**src/rtl/cordic_pkg.sv**
```systemverilog
// cordic_pkg -- constants and helpers shared by the CORDIC units (atan_cordic, cos).
//   DATA_W/FRAC_W : signed Q3.30 datapath geometry
//   atan_q30()    : atan(2^-i) in Q.30, i = 0..29
//   float32 field widths, exponent bias, canonical NaN
//   state_t       : sequencer states of the iterative units
package cordic_pkg;

  localparam int DATA_W = 34;
  localparam int FRAC_W = 30;

  localparam int          F_EXP_W   = 8;
  localparam int          F_MAN_W   = 23;
  localparam int          F_BIAS    = 127;
  localparam logic [31:0] F_QNAN    = 32'h7FC0_0000;

  localparam logic signed [DATA_W-1:0] ONE_Q30 = 34'sh0_4000_0000;

  typedef enum logic [1:0] {
    S_IDLE = 2'd0,
    S_CONV = 2'd1,
    S_ITER = 2'd2,
    S_PACK = 2'd3
  } state_t;

  // atan(2^-i) scaled by 2^30, rounded to nearest
  function automatic logic signed [DATA_W-1:0] atan_q30(input logic [4:0] i);
    case (i)
      5'd0:    return 34'sd843314857;
      5'd1:    return 34'sd497837829;
      5'd2:    return 34'sd263043837;
      5'd3:    return 34'sd133525159;
      5'd4:    return 34'sd67021687;
      5'd5:    return 34'sd33543516;
      5'd6:    return 34'sd16775851;
      5'd7:    return 34'sd8388437;
      5'd8:    return 34'sd4194283;
      5'd9:    return 34'sd2097149;
      5'd10:   return 34'sd1048576;
      5'd11:   return 34'sd524288;
      5'd12:   return 34'sd262144;
      5'd13:   return 34'sd131072;
      5'd14:   return 34'sd65536;
      5'd15:   return 34'sd32768;
      5'd16:   return 34'sd16384;
      5'd17:   return 34'sd8192;
      5'd18:   return 34'sd4096;
      5'd19:   return 34'sd2048;
      5'd20:   return 34'sd1024;
      5'd21:   return 34'sd512;
      5'd22:   return 34'sd256;
      5'd23:   return 34'sd128;
      5'd24:   return 34'sd64;
      5'd25:   return 34'sd32;
      5'd26:   return 34'sd16;
      5'd27:   return 34'sd8;
      5'd28:   return 34'sd4;
      5'd29:   return 34'sd2;
      default: return 34'sd0;
    endcase
  endfunction

endpackage

```
**src/rtl/fix_to_float.sv**
```systemverilog
// fix_to_float -- combinational signed Q3.30 to float32 conversion.
//   i_fix   : signed 34-bit Q3.30 value
//   o_float : float32, mantissa truncated toward zero; zero maps to +0
module fix_to_float
  import cordic_pkg::*;
(
  input  logic signed [DATA_W-1:0] i_fix,
  output logic        [31:0]       o_float
);

  logic              w_sign;
  logic [DATA_W-1:0] w_mag;
  logic [5:0]        w_pos;
  logic [7:0]        w_exp;
  logic [22:0]       w_man;

  // leading-one detect and normalise the magnitude
  always_comb begin
    w_sign = i_fix[DATA_W-1];
    w_mag  = w_sign ? unsigned'(-i_fix) : unsigned'(i_fix);
    w_pos  = 6'd0;
    for (int k = 0; k < DATA_W; k++) begin
      w_pos = w_mag[k] ? 6'(k) : w_pos;
    end
    // exponent 127 + p - 30
    w_exp = 8'd97 + {2'b00, w_pos};
    // move the leading one to bit 33; the 23 bits beneath it are the mantissa
    w_man = 23'((w_mag << (6'd33 - w_pos)) >> 10);
    if (w_mag == 34'd0) begin
      o_float = 32'h0000_0000;
    end else begin
      o_float = {w_sign, w_exp, w_man};
    end
  end

endmodule

```
**src/rtl/atan_cordic.sv**
```systemverilog
// atan_cordic -- iterative vectoring-mode CORDIC, result = atan(dataa), float32 in/out.
//   clk, reset (sync, active high), clk_en (low freezes every register)
//   start     : request, sampled in IDLE only
//   dataa     : float32 operand, captured when start is accepted
//   busy      : high from the accepting edge until done rises
//   done      : one enabled-cycle pulse, result valid
//   result    : float32 angle in radians, held until the next done
//   range_err : |a| > 1, inf or NaN; valid with done
module atan_cordic
  import cordic_pkg::*;
#(
  parameter int ITER = 24
) (
  input  logic        clk,
  input  logic        reset,
  input  logic        clk_en,
  input  logic        start,
  input  logic [31:0] dataa,
  output logic        busy,
  output logic        done,
  output logic [31:0] result,
  output logic        range_err
);

  localparam logic [4:0] CNT_LAST = 5'(ITER - 1);

  state_t                    r_state;
  logic [4:0]                r_cnt;
  logic [31:0]               r_a;
  logic signed [DATA_W-1:0]  r_x, r_y, r_z;
  logic                      r_nan, r_bypass, r_over;

  logic                      w_sign;
  logic [7:0]                w_exp;
  logic [22:0]               w_frac;
  logic [DATA_W-1:0]         w_mant, w_mag;
  logic signed [DATA_W-1:0]  w_y0;
  logic                      w_is_nan, w_over, w_small;
  logic signed [DATA_W-1:0]  w_xs, w_ys, w_atan;
  logic signed [DATA_W-1:0]  w_x_nx, w_y_nx, w_z_nx;
  logic [31:0]               w_fl;

  assign w_sign = r_a[31];
  assign w_exp  = r_a[30:23];
  assign w_frac = r_a[22:0];

  // float -> Q3.30 unpack and operand classification
  always_comb begin
    w_is_nan = (w_exp == 8'hFF) && (w_frac != 23'd0);
    // covers inf and NaN too (exponent 255)
    w_over   = (w_exp > 8'd127) || ((w_exp == 8'd127) && (w_frac != 23'd0));
    w_small  = (w_exp < 8'd115);
    w_mant   = {10'd0, 1'b1, w_frac};
    // value = mant * 2^(e-150); in Q.30 that is mant shifted by (e-120)
    if (w_over) begin
      w_mag = unsigned'(ONE_Q30);
    end else if (w_exp >= 8'd120) begin
      w_mag = w_mant << (w_exp - 8'd120);
    end else if (w_exp == 8'd0) begin
      w_mag = 34'd0;
    end else begin
      w_mag = w_mant >> (8'd120 - w_exp);
    end
    w_y0 = w_sign ? -$signed(w_mag) : $signed(w_mag);
  end

  // one vectoring micro-rotation, driving y toward zero
  always_comb begin
    w_xs   = r_x >>> r_cnt;
    w_ys   = r_y >>> r_cnt;
    w_atan = atan_q30(r_cnt);
    if (!r_y[DATA_W-1]) begin
      w_x_nx = r_x + w_ys;
      w_y_nx = r_y - w_xs;
      w_z_nx = r_z + w_atan;
    end else begin
      w_x_nx = r_x - w_ys;
      w_y_nx = r_y + w_xs;
      w_z_nx = r_z - w_atan;
    end
  end

  fix_to_float u_pack (
    .i_fix   (r_z),
    .o_float (w_fl)
  );

  // sequencer, datapath registers and registered outputs
  always_ff @(posedge clk) begin
    if (reset) begin
      r_state   <= S_IDLE;
      r_cnt     <= 5'd0;
      r_a       <= 32'd0;
      r_x       <= 34'sd0;
      r_y       <= 34'sd0;
      r_z       <= 34'sd0;
      r_nan     <= 1'b0;
      r_bypass  <= 1'b0;
      r_over    <= 1'b0;
      busy      <= 1'b0;
      done      <= 1'b0;
      result    <= 32'd0;
      range_err <= 1'b0;
    end else if (clk_en) begin
      done <= 1'b0;
      case (r_state)
        S_IDLE: begin
          if (start) begin
            r_a     <= dataa;
            busy    <= 1'b1;
            r_state <= S_CONV;
          end
        end
        S_CONV: begin
          r_x      <= ONE_Q30;
          r_y      <= w_y0;
          r_z      <= 34'sd0;
          r_cnt    <= 5'd0;
          r_nan    <= w_is_nan;
          r_bypass <= w_small;
          r_over   <= w_over;
          r_state  <= S_ITER;
        end
        S_ITER: begin
          r_x <= w_x_nx;
          r_y <= w_y_nx;
          r_z <= w_z_nx;
          if (r_cnt == CNT_LAST) begin
            r_state <= S_PACK;
          end else begin
            r_cnt <= r_cnt + 5'd1;
          end
        end
        S_PACK: begin
          // bypass returns the operand bit-exact: atan(a) = a to within 1 ulp here
          if (r_nan) begin
            result <= F_QNAN;
          end else if (r_bypass) begin
            result <= r_a;
          end else begin
            result <= w_fl;
          end
          range_err <= r_over;
          done      <= 1'b1;
          busy      <= 1'b0;
          r_cnt     <= 5'd0;
          r_state   <= S_IDLE;
        end
        default: begin
          r_state <= S_IDLE;
        end
      endcase
    end
  end

endmodule
```
**config.mk**
```make
export PLATFORM = sky130hd
export DESIGN_NAME = atan_cordic
export DESIGN_NICKNAME = d
export VERILOG_FILES = /design/src/rtl/cordic_pkg.sv /design/src/rtl/fix_to_float.sv /design/src/rtl/atan_cordic.sv
export SDC_FILE = /design/constraint.sdc
export NUM_CORES = 1
export LEC_CHECK = 0
export ABC_AREA = 1
export CORE_MARGIN = 3
export CORE_UTILIZATION = 65
export CTS_BUF_LIST = sky130_fd_sc_hd__clkbuf_2 sky130_fd_sc_hd__clkbuf_4 sky130_fd_sc_hd__clkbuf_8
export DETAILED_ROUTE_END_ITERATION = 10
export GPL_ROUTABILITY_DRIVEN = 0
export PLACE_DENSITY_LB_ADDON = 0.08
export SETUP_SLACK_MARGIN = 0.3
export SYNTH_ARGS = -nofsm -noshare
export SYNTH_HDL_FRONTEND = slang
export SYNTH_HIERARCHICAL = 1
export SYNTH_SLANG_ARGS = --single-unit
```
**constraint.sdc**
```tcl
create_clock -name clk -period 12.11 [get_ports clk]
set_clock_uncertainty 0.05 [all_clocks]
set_input_delay 2.422 -clock clk [delete_from_list [all_inputs] [get_ports clk]]
set_output_delay 2.422 -clock clk [all_outputs]
set_load 0.02 [all_outputs]
```
==> results.yml <==
status:
  outcome: "complete, no violations"
clocking:
  root_buffer: "clkbuf_8"
  postCtsSetupBuffers: 0
  clockBufferDepth: 3
  clk_latency_ns: 0.62
  cts_max_level: 2
  numCtsBuffers: 40
  cts.clk_slew.worst_paths_ns: 0.08
  postCtsHoldBufs: 0
  post_cts_resized: 0
  numClockSinks: 209
  cts_tree: "done"
timing:
  finalSetupViolCount: 0
  rsz0062_at_grt: "false"
  hold_viol: 0
  min_period_ns: 6.55
  fin_crit_sh: 0.541
  finalSetupTns_ns: 0
  clock.fmax_mhz: 153
  relSlewSlack: 0.332
  tightestPinTransition_ns: 1.00
  fin_ws_ns: 5.56
  slew_violations: 0
layout:
  drive_gt1_frac: 0.0641
  fillers: 3863
  nets: 4847
  area_delta_synth_final_pct: 5.64
  fin_util: 0.703
  antenna_cells: 0
  final_cell_mix: "nand2_1, nand3_1, inv_1, o21ai_0, a21oi_1"
  layout_commonest_cell: "nand2_1"
yosys:
  syn_area_um2: 26700
  synthCells: 4764
  synth_cell_types: 70
  syn-num-nets: 4929
  async_flop_share: 0
  synth_edf_count: 0
  seq_area_frac_synth: 0.157
  ys_ff_latch: 209
  yosysWarnings: 6
  avgSynthCellArea_um2: 5.60
  synth_flop_cell: "dfxtp_1"
floorplanning:
  fp.dieW_um: 209
  coreArea_um2: 40100
  rows: 73
  start_util: 0.665
  die_h_um: 209
  dieArea_um2: 43500
  ios: 71
setup_path:
  crit_path_start_kind: "flop"
  ff2ff_path_depth: 30
  crit_required_ns: 12.57
  critPathMaxFanout: 75
  critPathKind: "reg2reg"
  cp_common_cell: "nand2_1"
  arrival_ns: 7.02
  crit_path_max_incr_delay_ns: 0.58
  slowest_stage: "buf_4"
  end_kind: "flop"
placed_design:
  dpl.hpwl_mm: 64.3
  dp_slack_ns: 5.67
  numPortBuffers: 70
power:
  ir_drop_mv: 0.128
  power.density_nw_per_um2: 164
  leakagePower_uw: 0.0139
route:
  wl_per_cell_um: 16.4
  drc_errors: 0
  dr.pass1.iters: 9
  ant_nets: 0
  vias: 31682
  vias_per_cell: 6.05
  wirelength_mm: 85.8
  drt_iter0_drc: 4288
worst_hold_path:
  hp-class: "reg2reg"
  whs_path_depth: 2
global_routing:
  antenna_found_initial: 2
  grt_pass1_vias: 27346
  grt.overflow.total: 0
  grt_max_degree: 80
  grt_usage: 0.375
  grt_pass1_wl_mm: 138
run:
  drv_cap: 0
==> flip-flops by register name, summed over array words and instances (netlist names) <==
signal     flops
r_over         1
r_nan          1
r_y           34
busy           1
r_state        2
r_x           34
result        32
w_atan        30
r_a           32
r_cnt          5
done           1
r_bypass       1
r_z           34
range_err      1
==> cell families after synthesis <==
| group | count (synthesis) | share of synthesized area |
|---|---|---|
| xor+xnor | 118 | 0.0399 |
| fa+ha+maj | 129 | 0.0614 |
| mux | 36 | 0.0147 |
| flops | 209 | 0.157 |
| compound gates | 1044 | 0.214 |
| buf+inv | 691 | 0.104 |
| simple gates | 2537 | 0.409 |
==> synthesized netlist by cell type (all sizes together) (8+ instances only) <==
cell / number / area share
mux2: 25 / 0.011
o31ai: 11 / 0.0045
o21a: 11 / 0.0031
o211ai: 22 / 0.0062
nand2: 1486 / 0.21
dfxtp: 209 / 0.16
xor2: 83 / 0.028
nand3b: 16 / 0.0045
nor4: 14 / 0.0038
clkbuf: 131 / 0.018
xnor2: 35 / 0.012
ha: 126 / 0.059
a21oi: 376 / 0.071
buf: 99 / 0.021
inv: 453 / 0.064
a21boi: 35 / 0.0099
or2: 44 / 0.010
clkinv: 8 / 0.0012
mux2i: 11 / 0.0041
o21bai: 11 / 0.0039
nand3: 547 / 0.10
nor2: 335 / 0.052
nor3: 47 / 0.010
o21ai: 503 / 0.095
nand4: 45 / 0.012
a31oi: 39 / 0.0091
==> metal layers <==
layer	global-route usage	vias up	routed length [µm]
li1	-	15651	-
met1	0.531	14069	36400
met2	0.563	1652	36000
met3	0.0629	306	9560
met4	0.157	4	3830
met5	0	-	23
==> worst max-delay path: cells and delay by family (launching register included) <==
family,cells,cell delay (ns)
compound gates,13,2.83
buf+inv,5,1.36
simple gates,8,0.92
fa+ha+maj,2,0.58
flops,1,0.32
mux,1,0.17
xor+xnor,1,0.17
==> path summary, 6_finish.rpt <==
kind	slack, ns	end	from
worst min-delay path	0.42	busy	busy
worst max register to register	5.56	r_x[23]	r_cnt[0]
worst min register to register	0.42	busy	busy
worst max-delay path	5.56	r_x[23]	r_cnt[0]
==> metrics by stage <==
stage	std cells	cell area (µm²)	total power [µW]	hold slack, ns
after floorplan	4764	26700	3130	0.395
after global placement	5165	27300	3710	0.403
after detailed placement	5165	27300	3730	0.408
after CTS	5236	28200	4550	0.416
after global routing	5236	28200	5020	0.435
final	5236	28200	4630	0.419
==> layout make-up <==
cell class / count / area [µm²] / area share
clock buffers: 59 / 756 / 0.0268
clock inverters: 12 / 140 / 0.00497
flip-flops and latches: 209 / 4190 / 0.149
multi-input cells: 3864 / 19700 / 0.700
inverters: 461 / 1730 / 0.0615
repair buffers: 106 / 968 / 0.0344
well taps: 525 / 657 / 0.0233
==> power by group <==
| part | switching (µW) | internal (µW) |
|---|---|---|
| registers | 78.7 | 742 |
| logic | 2010 | 986 |
| clock network | 341 | 465 |
Note: power is estimated with default switching activity, not from simulation.
